`src/rtl/lsu_stage_if.sv`:
```
// Data-memory bus between the load/store unit (master) and data memory (slave):
// a valid/ready request channel plus a valid/ready response channel.
interface lsu_mem_if #(
    parameter int ADDR_W = 32,
    parameter int DATA_W = 32
) ();
    logic              mem_req_valid;
    logic              mem_req_ready;
    logic [ADDR_W-1:0] mem_req_addr;
    logic              mem_req_wen;
    logic [DATA_W-1:0] mem_req_wdata;
    logic [3:0]        mem_req_wstrb;
    logic              mem_resp_valid;
    logic [DATA_W-1:0] mem_resp_rdata;
    logic              mem_resp_ready;

    modport master (
        output mem_req_valid, mem_req_addr, mem_req_wen, mem_req_wdata, mem_req_wstrb,
        output mem_resp_ready,
        input  mem_req_ready, mem_resp_valid, mem_resp_rdata
    );

    modport slave (
        input  mem_req_valid, mem_req_addr, mem_req_wen, mem_req_wdata, mem_req_wstrb,
        input  mem_resp_ready,
        output mem_req_ready, mem_resp_valid, mem_resp_rdata
    );
endinterface

```
`src/rtl/lsu_stage.sv`:
```
// Single-outstanding load/store unit: IDLE -> REQ -> WAIT -> DONE, all outputs registered.
// Optional bus watchdog enabled by defining LSU_BUS_TIMEOUT_EN.
module lsu_stage #(
    parameter int ADDR_W         = 32,
    parameter int DATA_W         = 32,
    parameter int TIMEOUT_CYCLES = 255
) (
    input  logic              clk,
    input  logic              rst_n,
    input  logic              lsu_valid,
    output logic              lsu_ready,
    input  logic [ADDR_W-1:0] lsu_addr,
    input  logic [DATA_W-1:0] lsu_wdata,
    input  logic [1:0]        lsu_mem_op,
    input  logic [4:0]        lsu_rd_addr,
    lsu_mem_if.master         mem,
    output logic              wb_write,
    output logic [4:0]        wb_rd_addr,
    output logic [DATA_W-1:0] wb_rd_data,
    output logic              lsu_err
);

    typedef enum logic [1:0] {S_IDLE, S_REQ, S_WAIT, S_DONE} state_t;
    typedef enum logic [1:0] {OP_NONE = 2'd0, OP_LW = 2'd1, OP_SW = 2'd2, OP_LBU = 2'd3} mem_op_t;

    if (DATA_W != 32 || ADDR_W < 3 || TIMEOUT_CYCLES < 1) begin : g_param_check
        $error("lsu_stage: DATA_W must be 32, ADDR_W >= 3, TIMEOUT_CYCLES >= 1");
    end

    state_t            state;
    mem_op_t           op_q;
    logic [4:0]        rd_q;
    logic [1:0]        addr_lo_q;
    logic [ADDR_W-1:0] req_addr_q;
    logic [DATA_W-1:0] req_wdata_q;
    logic              req_wen_q;
    logic [3:0]        req_wstrb_q;
    logic              req_valid_q;
    logic              resp_ready_q;

    mem_op_t in_op;
    logic    in_misaligned;

    assign in_op         = mem_op_t'(lsu_mem_op);
    assign in_misaligned = (in_op == OP_LW || in_op == OP_SW) && (lsu_addr[1:0] != 2'b00);

    assign mem.mem_req_valid  = req_valid_q;
    assign mem.mem_req_addr   = req_addr_q;
    assign mem.mem_req_wen    = req_wen_q;
    assign mem.mem_req_wdata  = req_wdata_q;
    assign mem.mem_req_wstrb  = req_wstrb_q;
    assign mem.mem_resp_ready = resp_ready_q;

`ifdef LSU_BUS_TIMEOUT_EN
    localparam int CNT_W = ($clog2(TIMEOUT_CYCLES + 1) > 8) ? $clog2(TIMEOUT_CYCLES + 1) : 8;
    logic [CNT_W-1:0] tmo_cnt;
    logic             tmo_hit;
    assign tmo_hit = (tmo_cnt == CNT_W'(TIMEOUT_CYCLES - 1));
`endif

    // NOTE: every register here uses non-blocking (<=) so all state updates
    // see pre-edge values; blocking assignments would create order-dependent logic.
    always_ff @(posedge clk or negedge rst_n) begin
        if (!rst_n) begin
            state        <= S_IDLE;
            op_q         <= OP_NONE;
            rd_q         <= '0;
            addr_lo_q    <= '0;
            req_addr_q   <= '0;
            req_wdata_q  <= '0;
            req_wen_q    <= 1'b0;
            req_wstrb_q  <= '0;
            req_valid_q  <= 1'b0;
            resp_ready_q <= 1'b0;
            lsu_ready    <= 1'b1;
            wb_write     <= 1'b0;
            wb_rd_addr   <= '0;
            wb_rd_data   <= '0;
            lsu_err      <= 1'b0;
`ifdef LSU_BUS_TIMEOUT_EN
            tmo_cnt      <= '0;
`endif
        end else begin
            wb_write <= 1'b0;
            lsu_err  <= 1'b0;
            unique case (state)
                S_IDLE: begin
                    if (lsu_valid && in_op != OP_NONE) begin
                        op_q        <= in_op;
                        rd_q        <= lsu_rd_addr;
                        addr_lo_q   <= lsu_addr[1:0];
                        req_addr_q  <= {lsu_addr[ADDR_W-1:2], 2'b00};
                        req_wdata_q <= lsu_wdata;
                        req_wen_q   <= (in_op == OP_SW);
                        req_wstrb_q <= (in_op == OP_SW) ? 4'hF : 4'h0;
                        lsu_ready   <= 1'b0;
`ifdef LSU_BUS_TIMEOUT_EN
                        tmo_cnt     <= '0;
`endif
                        if (in_misaligned) begin
                            lsu_err <= 1'b1;
                            state   <= S_DONE;
                        end else begin
                            req_valid_q <= 1'b1;
                            state       <= S_REQ;
                        end
                    end
                end
                S_REQ: begin
                    if (mem.mem_req_ready) begin
                        req_valid_q  <= 1'b0;
                        resp_ready_q <= 1'b1;
                        state        <= S_WAIT;
`ifdef LSU_BUS_TIMEOUT_EN
                        tmo_cnt      <= '0;
                    end else if (tmo_hit) begin
                        req_valid_q <= 1'b0;
                        lsu_err     <= 1'b1;
                        tmo_cnt     <= '0;
                        state       <= S_DONE;
                    end else begin
                        tmo_cnt <= tmo_cnt + CNT_W'(1);
`endif
                    end
                end
                S_WAIT: begin
                    if (mem.mem_resp_valid) begin
                        resp_ready_q <= 1'b0;
                        state        <= S_DONE;
                        if (op_q != OP_SW) begin
                            wb_write   <= 1'b1;
                            wb_rd_addr <= rd_q;
                            // LBU picks the little-endian byte lane named by the low address bits.
                            wb_rd_data <= (op_q == OP_LBU)
                                ? {{(DATA_W-8){1'b0}}, mem.mem_resp_rdata[{addr_lo_q, 3'b000} +: 8]}
                                : mem.mem_resp_rdata;
                        end
`ifdef LSU_BUS_TIMEOUT_EN
                        tmo_cnt <= '0;
                    end else if (tmo_hit) begin
                        resp_ready_q <= 1'b0;
                        lsu_err      <= 1'b1;
                        tmo_cnt      <= '0;
                        state        <= S_DONE;
                    end else begin
                        tmo_cnt <= tmo_cnt + CNT_W'(1);
`endif
                    end
                end
                S_DONE: begin
                    lsu_ready <= 1'b1;
                    state     <= S_IDLE;
                end
                default: state <= S_IDLE;
            endcase
        end
    end

endmodule
```
`src/flat_wrapper.sv`:
```
// flat-port wrapper written by rule: the top's interface ports become plain ports
module lsu_stage_flat 
#(
    parameter int ADDR_W         = 32,
    parameter int DATA_W         = 32,
    parameter int TIMEOUT_CYCLES = 255
)
  (clk, rst_n, lsu_valid, lsu_ready, lsu_addr, lsu_wdata, lsu_mem_op, lsu_rd_addr, wb_write, wb_rd_addr, wb_rd_data, lsu_err, mem_mem_req_valid, mem_mem_req_addr, mem_mem_req_wen, mem_mem_req_wdata, mem_mem_req_wstrb, mem_mem_resp_ready, mem_mem_req_ready, mem_mem_resp_valid, mem_mem_resp_rdata);
  lsu_mem_if #(.ADDR_W(ADDR_W), .DATA_W(DATA_W)) mem_i ();
  input  logic clk;
  input  logic rst_n;
  input  logic lsu_valid;
  output logic lsu_ready;
  input  logic [ADDR_W-1:0] lsu_addr;
  input  logic [DATA_W-1:0] lsu_wdata;
  input  logic [1:0] lsu_mem_op;
  input  logic [4:0] lsu_rd_addr;
  output logic wb_write;
  output logic [4:0] wb_rd_addr;
  output logic [DATA_W-1:0] wb_rd_data;
  output logic lsu_err;
  output wire logic [$bits(mem_i.mem_req_valid)-1:0] mem_mem_req_valid;
  output wire logic [$bits(mem_i.mem_req_addr)-1:0] mem_mem_req_addr;
  output wire logic [$bits(mem_i.mem_req_wen)-1:0] mem_mem_req_wen;
  output wire logic [$bits(mem_i.mem_req_wdata)-1:0] mem_mem_req_wdata;
  output wire logic [$bits(mem_i.mem_req_wstrb)-1:0] mem_mem_req_wstrb;
  output wire logic [$bits(mem_i.mem_resp_ready)-1:0] mem_mem_resp_ready;
  input wire logic [$bits(mem_i.mem_req_ready)-1:0] mem_mem_req_ready;
  input wire logic [$bits(mem_i.mem_resp_valid)-1:0] mem_mem_resp_valid;
  input wire logic [$bits(mem_i.mem_resp_rdata)-1:0] mem_mem_resp_rdata;
  assign mem_mem_req_valid = mem_i.mem_req_valid;
  assign mem_mem_req_addr = mem_i.mem_req_addr;
  assign mem_mem_req_wen = mem_i.mem_req_wen;
  assign mem_mem_req_wdata = mem_i.mem_req_wdata;
  assign mem_mem_req_wstrb = mem_i.mem_req_wstrb;
  assign mem_mem_resp_ready = mem_i.mem_resp_ready;
  assign mem_i.mem_req_ready = mem_mem_req_ready;
  assign mem_i.mem_resp_valid = mem_mem_resp_valid;
  assign mem_i.mem_resp_rdata = mem_mem_resp_rdata;
  lsu_stage #(.ADDR_W(ADDR_W), .DATA_W(DATA_W), .TIMEOUT_CYCLES(TIMEOUT_CYCLES)) u_core (.clk(clk), .rst_n(rst_n), .lsu_valid(lsu_valid), .lsu_ready(lsu_ready), .lsu_addr(lsu_addr), .lsu_wdata(lsu_wdata), .lsu_mem_op(lsu_mem_op), .lsu_rd_addr(lsu_rd_addr), .mem(mem_i), .wb_write(wb_write), .wb_rd_addr(wb_rd_addr), .wb_rd_data(wb_rd_data), .lsu_err(lsu_err));
endmodule
```
`config.mk`:
```
export PLATFORM = sky130hd
export DESIGN_NAME = lsu_stage_flat
export DESIGN_NICKNAME = d
export VERILOG_FILES = /design/src/rtl/lsu_stage_if.sv /design/src/rtl/lsu_stage.sv /design/src/flat_wrapper.sv
export SDC_FILE = /design/constraint.sdc
export NUM_CORES = 1
export LEC_CHECK = 0
export CORE_MARGIN = 2
export CORE_UTILIZATION = 30
export CTS_BUF_LIST = sky130_fd_sc_hd__clkbuf_2 sky130_fd_sc_hd__clkbuf_4 sky130_fd_sc_hd__clkbuf_8
export CTS_CLUSTER_SIZE = 30
export DETAILED_ROUTE_END_ITERATION = 6
export PLACE_DENSITY_LB_ADDON = 0.12
export SLEW_MARGIN = 20
export SYNTH_ARGS = -nofsm -noshare
export SYNTH_HDL_FRONTEND = slang
export SYNTH_SLANG_ARGS = --single-unit
```
`constraint.sdc`:
```
create_clock -name clk -period 2.56 [get_ports clk]
set_clock_uncertainty 0.15 [all_clocks]
set_input_delay 0.384 -clock clk [delete_from_list [all_inputs] [get_ports clk]]
set_output_delay 0.384 -clock clk [all_outputs]
set_load 0.05 [all_outputs]
```
==> results of run 1 <==
==> registers in the layout (all words and copies together) (netlist names), 2 cells and up <==
register,count
u_core.addr_lo_q,2
u_core.mem.mem_req_addr,30
u_core.mem.mem_req_wdata,32
u_core.op_q,2
u_core.rd_q,5
u_core.state,2
u_core.wb_rd_addr,5
u_core.wb_rd_data,32
==> area by class of cell <==
class | count | share of cell area (%)
Tap cell | 220 | 3.53
Clock buffer | 23 | 3.74
Sequential cell | 116 | 37.3
Inverter | 17 | 0.819
Clock inverter | 6 | 1.03
Multi-Input combinational cell | 223 | 24.0
Timing Repair Buffer | 227 | 29.6
==> kinds of logic (layout without fill, tap and decap cells) <==
| kind of cell | Yosys count | after routing | share of synthesized area (%) |
|---|---|---|---|
| flops | 116 | 116 | 58.0 |
| compound gates | 69 | 69 | 8.69 |
| simple gates | 66 | 66 | 5.54 |
| other cells | 1 | 2 | 0.0749 |
| fa+ha+maj | 7 | 7 | 1.75 |
| buf+inv | 44 | 273 | 4.94 |
| mux | 79 | 79 | 21.0 |
==> power breakdown <==
group | internal, mW | switching, mW
Sequential | 2.73 | 0.571
Clock | 0.936 | 0.691
Combinational | 2.63 | 4.24
==> synthesized netlist by cell type (all sizes together), types with 2 or more instances <==
library cell / number
ha: 7
inv: 17
o22ai: 5
nand2: 50
a21oi: 10
mux2i: 4
a311o: 4
o31ai: 10
nor2: 6
clkbuf: 5
buf: 22
o32ai: 2
nand3: 3
nor2b: 5
o21ai: 30
dfrtp: 115
mux2: 75
==> cells in the final DEF (no fill, tap or decap), types with 7 or more instances in the layout <==
cell / instances
clkbuf_8: 19
mux2_4: 45
ha_1: 7
o31ai_1: 10
clkdlybuf4s50_1: 215
inv_1: 16
dfrtp_1: 115
buf_4: 7
nand2_1: 50
a21oi_1: 10
o21ai_0: 29
mux2_2: 25
==> routing by layer <==
layer | track usage [%] | wire, microns
met5 | 0 | 0
met4 | 6.97 | 318
met3 | 4.91 | 795
met2 | 25.8 | 6690
met1 | 21.5 | 6240
==> path summary, 6_finish.rpt <==
| check | end |
|---|---|
| hold / removal | u_core.wb_rd_addr[4] |
| setup / recovery | lsu_ready |
| max in group asynchronous | u_core.wb_rd_data[14] |
| min in group asynchronous | u_core.mem.mem_req_wdata[17] |
| hold reg to reg | u_core.wb_rd_addr[4] |
| setup reg to reg | u_core.mem.mem_req_wdata[6] |
==> through the flow <==
stage	setup slack [ns]	util (%)	total power, mW
after floorplan	0.821	-	7.89
after global placement	0.283	44.8	10.1
after detailed placement	0.248	44.8	10.2
after CTS	0.207	47.1	11.9
after global routing	0.165	47.3	12.4
final	0.245	47.3	11.8
==> what timing repair did <==
item / CTS / global route
endpoints found under the hold margin: 39 / 0
resized for setup: 0 / 0
hold buffers: 1 / 0
==> results.md, run 1 <==
- The run finished with clean final reports.
- Synthesis inferred 116 register bits.
- The static leakage power is between 3 and 4 nW.
- Summed over all instances, the cell type with the most area after synthesis is dfrtp_1.
- For this run, the post-layout net count is 717.
- By area the synthesized netlist is led by dfrtp_1 (57%), mux2_4 (13%), mux2_2 (5.6%).
- The average instance in the mapped netlist occupies around 13 sq um.
- Summed over its instances, the top area cell type makes up 57.4% of the synthesized netlist area.
- The path class of the tightest hold or removal check is flip-flop to flip-flop.
- The first-pass iteration count of the detailed router is 4.
- Yosys mapped a number of flops with a built-in enable equal to 0.
- Wires add up to ~14 mm.
- The final instance area is 0.00779 sq mm.
- Routability-driven placement finished with a final weighted congestion of between 0.7 and 0.8.
- The most used flip-flop cell after synthesis is dfrtp_1.
- Along the worst hold path, the cell count comes to 1.
- The mean routed wirelength per cell is 16.9 microns.
- The number of antenna diodes in the final layout is 0.
- For this block, the via count after detailed routing is about 3,700.
- In this run, CTS created clock tree buffers numbering 17.
- The number of gates on the worst path with buffers counted is 1.
- Summed over all failing endpoints, the final setup total negative slack is 0 ns.
- The vertical extent of the die is roughly 130 microns.
- The number of global-route vias before repair was about 4,000.
- The clock passes through at most 2 buffers.
- The count of cells along the worst register-to-register path is 5.
- In the routed design, unresolved DRC markers number 0.
- The share of final-layout standard cells stronger than drive strength 1 is about a fifth.
- The start point of the critical path is u_core.lsu_ready.
- Counting I/O delays and the setup requirement, the final critical path takes 2.31 ns.
- For this run, the number of Yosys warnings is 0.
- The post-CTS repair timing setup buffer count is 0.
- Broken down by cell family, the worst path's largest delay share belongs to buffers and inverters.
- The stage delay of the slowest cell on the critical path is roughly 0.80 ns.
- TritonCTS built the clock tree.
- The count of antenna-violating nets left after detailed routing is 0.
- The startpoint of the lowest-slack hold path is u_core.rd_q[4].
- The tree is rooted in a clkbuf_8.
- Summing all flip-flop and latch instances after layout gives about 0.0029 sq mm.
- The normalized max-slew margin is between 50 and 60%.
- The worst-margin pin slew is ~0.63 ns.
- Fill cells in the final layout number between 1,000 and 1,500.
- The peak clock frequency supported by timing is approximately 430 MHz.
- The clock latency at the later pin of the worst-skew pair is around 0.43 ns.
- The classification of the worst setup path is flip-flop to output port.
- The number of placed instances with taps included is between 800 and 900.
- The worst setup path is launched from a flip-flop.
- The number of antenna violations at the first check in global routing is 0.
- In this run the count of I/O pins placed on the die edge is between 200 and 250.
- The half-perimeter wire length after placement is ~10 mm.
- The signal on the critical path passes through clkdlybuf4s50_1.
- The final critical path takes up between 90% and 100% of the cycle.
- The worst setup path is captured at an output port.
- The per-cell via count in the routed design is approximately 4.5.
- The post-place instance area is around 0.0074 sq mm.
- Across every metal layer, demand over resource in global routing totals around 17%.
- The tightest hold margin is between 0.3 and 0.4 ns.
- The pin count of the biggest net entering global routing is 49.
- The overall die width is 133 microns.
- The DRC marker count from the first detailed-route iteration is about 150.
- The clock sink count is around 120.
- The startpoint of the lowest-slack register-to-register path is u_core.state[0].
- The fraction of registers with async set or reset after synthesis is 100%.
- The die covers around 0.018 sq mm.
- Compared with the post-synthesis result, the final layout area differs by 55.4%.
- On the critical path, the stage with the largest delay is an instance of clkdlybuf4s50_1.
- The data arrival time of the worst path is approximately 1.8 ns.
- The synthesized netlist cell count is about 380.
- Setup violations remaining at the end of the flow were counted as 0.
- The depth of the CTS H-tree is 4.
- The clock-pin slew on the worst setup and hold paths is 0.07 ns.
- The highest ir drop seen on vdd is between 600 and 700 uV.
- The final-report hold violation count is 0.
- The region available for standard cell placement spans between 0.015 and 0.02 sq mm.
- The cell row count is 47.
- The multi-input combinational cells in the finished layout cover a total of roughly 0.0019 sq mm.
- The cell area after synthesis is 0.00501 sq mm.
- The largest fanout of any net on the critical path is 3.
- The required time at the endpoint of the critical path is 2.03 ns.
- Global routing finished with a remaining overflow of 0.
- The sum of buffers and inverters on the critical path is 1.
- The number of buffers inserted by port buffering is 216.
- The count of final max-slew check failures is 0.
- The initial cell density of the core is 30.4%.
- The global-route wire length before repair is ~22 mm.
- The count of maximum capacitance violations is 0.
- For this design the ratio of total power to cell area is between 1500 and 2000 mW/mm^2.
- For this run, the register share of the synthesized area comes to just under 60%.
- The setup check on the worst reg-to-reg path leaves a slack of approximately 0.53 ns.
- Leaving out filler cells and counting taps, the final layout contains between 800 and 900.
- Setup repair after global routing left no endpoint under its margin.
- The number of different library cells used by synthesis comes to 36.
Power figures use the tool's default switching activity.
==> run 2: changes to the inputs <==
--- a/config.mk
+++ b/config.mk
@@ -5,10 +5,9 @@
 export SDC_FILE = /design/constraint.sdc
 export NUM_CORES = 1
 export LEC_CHECK = 0
-export CORE_MARGIN = 2
 export CORE_UTILIZATION = 30
 export CTS_BUF_LIST = sky130_fd_sc_hd__clkbuf_2 sky130_fd_sc_hd__clkbuf_4 sky130_fd_sc_hd__clkbuf_8
-export CTS_CLUSTER_SIZE = 30
+export CTS_CLUSTER_SIZE = 8
 export DETAILED_ROUTE_END_ITERATION = 6
 export PLACE_DENSITY_LB_ADDON = 0.12
 export SLEW_MARGIN = 20
==> run 2 against run 1 <==
Effect of this change:
- cell area up 0.55%
- clock-buffer cell count up 1
- highest routed layer unchanged
- largest cell class unchanged
- cell count down 0.24%
- critical endpoint unchanged
- largest power group unchanged
==> results.md, run 2 (same netlist as run 1, synthesis figures left out) <==
- The pin count of the biggest net entering global routing is 46.
- The part of the cycle the worst path needs is approximately 91%.
- The root buffer cell chosen for the clock tree is clkbuf_8.
- In this run the power spent charging and discharging nets is ~5.5 mW.
- The final-report hold violation count is 0.
- The highest ir drop seen on vdd is roughly 850 uV.
- The final instance area is 0.00783 sq mm.
- The classification of the worst setup path is flip-flop to output port.
- The analysis attributes to cell leakage a power of 3.51 nW.
- The global-route wire length before repair is about 22 mm.
- The post-layout minimum cycle time is around 2.3 ns.
- The first TritonRoute pass finished after 4 iterations.
- The overall die area is 0.0172 sq mm.
- The global-route usage over all layers is 16.3%.
- The number of buffers added by the clock tree synthesis step is 17.
- The worst hold path terminates at u_core.wb_rd_data[9].
- After floorplanning, the core was divided into 46 placement rows.
- The worst-margin pin slew is 0.728 ns.
- The number of buffers inserted by port buffering is 216.
- The number of antenna violations at the first check in global routing is 0.
- The tightest hold margin is between 0.3 and 0.4 ns.
- The post-layout net count is between 700 and 800.
- In this run, post-CTS repair resized a total of 0 instances.
- The library cell used most frequently in the layout, excluding fill and tap cells, is clkdlybuf4s50_1.
- The worst setup path is launched from a flip-flop.
- After floorplanning, the core was sized to cover about 0.016 sq mm.
- The total power per unit cell area is between 1500 and 2000 mW/mm^2.
- In the layout the commonest cells are clkdlybuf4s50_1 (215), dfrtp_1 (115), nand2_1 (50).
- Setup slack closes at roughly 0.24 ns.
- The footprint of the flip-flops and latches is 0.00290 sq mm.
- The placer's final routability congestion estimate is just under 0.8.
- The count of final max-slew check failures was 0.
- After clock tree synthesis, the clock-pin slew on the worst setup and hold paths is 0.07 ns.
- The half-perimeter wire length after placement is 9.83 mm.
- ~220 I/O pins were placed.
- The number of remaining DRC errors is 0.
- The peak clock frequency supported by timing is about 430 MHz.
- After detailed routing, the average wire length per cell comes to 16.0 microns.
- The part of the total power dissipated in sequential elements is between 20% and 30%.
- The per-cell via count in the routed design is 4.49.
- Walking the worst path, the cells encountered are clkdlybuf4s50_1.
- The sum of buffers and inverters on the critical path is 1.
- The startpoint identified for the worst hold timing path is u_core.wb_rd_data[9].
- The required time at the endpoint of the critical path is 2.03 ns.
- Of the cells placed in the final design, the portion with a size suffix greater than 1 is around a fifth.
- Post-CTS timing repair inserted 0 buffers for setup.
- Setup repair after global routing left no endpoint under its margin.
- In this run the horizontal extent of the chip is about 130 microns.
- The largest fanout of any net on the critical path is 3.
- The kind of cell adding the most delay to the critical path is buffers and inverters.
- The number of cells traversed by the worst hold path is 2.
- The number of global-route vias before repair is slightly below 4,000.
- In this run, the number of DRC markers left after iteration 0 of detailed routing was approximately 110.
- Across the run, the number of max-cap violations was 0.
- The count of antenna-violating nets left after detailed routing is 0.
- The number of fillers in the final layout is around 1,400.
- Per report_power, the clock group accounts for 14.7% of the total.
- The clock latency at the later pin of the worst-skew pair is 0.42 ns.
- Setup violations remaining at the end of the flow were counted as 0.
- The CTS tree is done.
- The area growth from synthesis to final layout is 56.3%.
- The total inserted antenna cells is 0.
- The nature of the critical path endpoint is an output port.
- The number of buffers inserted for hold repair after clock tree synthesis is 1.
- The normalized max-slew margin is 51.5%.
- The post-place instance area is ~0.0074 sq mm.
- The wire length reported by the detailed router is about 13 mm.
- The combinational fraction of design power is a little under three fifths.
- The setup TNS is 0 ns.
- The path class of the lowest-slack min-delay path is flip-flop to flip-flop.
- At the worst endpoint, the arrival time is ~1.8 ns.
- The depth of the CTS H-tree is 4.
- The count of cells along the worst register-to-register path is 6.
- On the worst path, the slowest cell contributes a delay of ~0.82 ns.
- The worst-case register-to-register setup slack is around 0.54 ns.
- The cell-internal power is ~6.4 mW.
- For this block, the via count after detailed routing is between 3,000 and 4,000.
- The startpoint identified for the worst register-to-register timing path is u_core.state[0].
- The run finished with clean final reports.
- The total congestion overflow is 0.
- Summing all multi-input logic gate instances after layout gives 0.00187 sq mm.
- The setup slack at placement is roughly 0.23 ns.
- The largest individual stage delay along the critical path comes from the cell clkdlybuf4s50_1.
- The switching share of power is a little under half.
- The clock sink count is roughly 120.
- The number of buffers on the longest clock path is 2.
- In this run the vertical extent of the chip is ~130 microns.
- The endpoint identified for the worst register-to-register timing path is u_core.mem.mem_req_wdata[20].
- The initial cell density of the core is between 30% and 40%.
run 2: cell count changes in the layout (fill, tap and decap cells not counted):
cell,before,now
clkinv_2,4,1
buf_16,1,0
clkinv_4,0,1
clkbuf_8,19,22
buf_4,7,6
buf_12,3,5
clkbuf_4,4,2
clkinvlp_4,0,3
run 2: worst max-delay path by stage:
stage / start / end / slack [ns] / cells after the start
after floorplan: u_core.state[0] / u_core.mem.mem_req_addr[10] / 0.82 / 6
after global placement: lsu_mem_op[0] / u_core.mem.mem_req_addr[22] / 0.27 / 7
after detailed placement: lsu_mem_op[1] / u_core.mem.mem_req_addr[24] / 0.23 / 7
after CTS: u_core.lsu_ready / lsu_ready / 0.20 / 1
after global routing: u_core.lsu_ready / lsu_ready / 0.18 / 1
final: u_core.lsu_ready / lsu_ready / 0.24 / 1
run 2: area by class of cell:
| class | instances | area share (%) |
|---|---|---|
| Clock buffer | 24 | 4.06 |
| Clock inverter | 7 | 1.23 |
| Inverter | 17 | 0.815 |
| Multi-Input combinational cell | 223 | 23.9 |
| Sequential cell | 116 | 37.1 |
| Tap cell | 216 | 3.45 |
| Timing Repair Buffer | 227 | 29.5 |
run 2: power by group through the flow:
stage                     clock network, mW  logic (mW)  registers, mW
final                                  1.74        6.80           3.32
after global routing                   1.89        7.11           3.45
after CTS                              1.81        6.87           3.33
after detailed placement                  0        6.85           3.35
after global placement                    0        6.80           3.32
after floorplan                           0        1.92           5.98
run 2: stage by stage:
step | total power, mW | instances | utilization, %
2_1_floorplan | 7.89 | 383 | -
3_3_place_gp | 10.1 | 798 | 46.0
3_5_place_dp | 10.2 | 798 | 46.0
4_1_cts | 12.0 | 830 | 48.6
5_1_grt | 12.5 | 830 | 48.6
6_report | 11.9 | 830 | 48.6
run 2: per-layer routing:
metal / vias to the layer above / share of wire, % / global-route usage, % / routed length, microns
met5: - / 0 / 0 / 0
met4: 0 / 1.7 / 6.73 / 221
met3: 16 / 5.9 / 4.75 / 781
met2: 135 / 48 / 26.1 / 6400
met1: 1812 / 44 / 20.5 / 5900
li1: 1762 / - / - / -
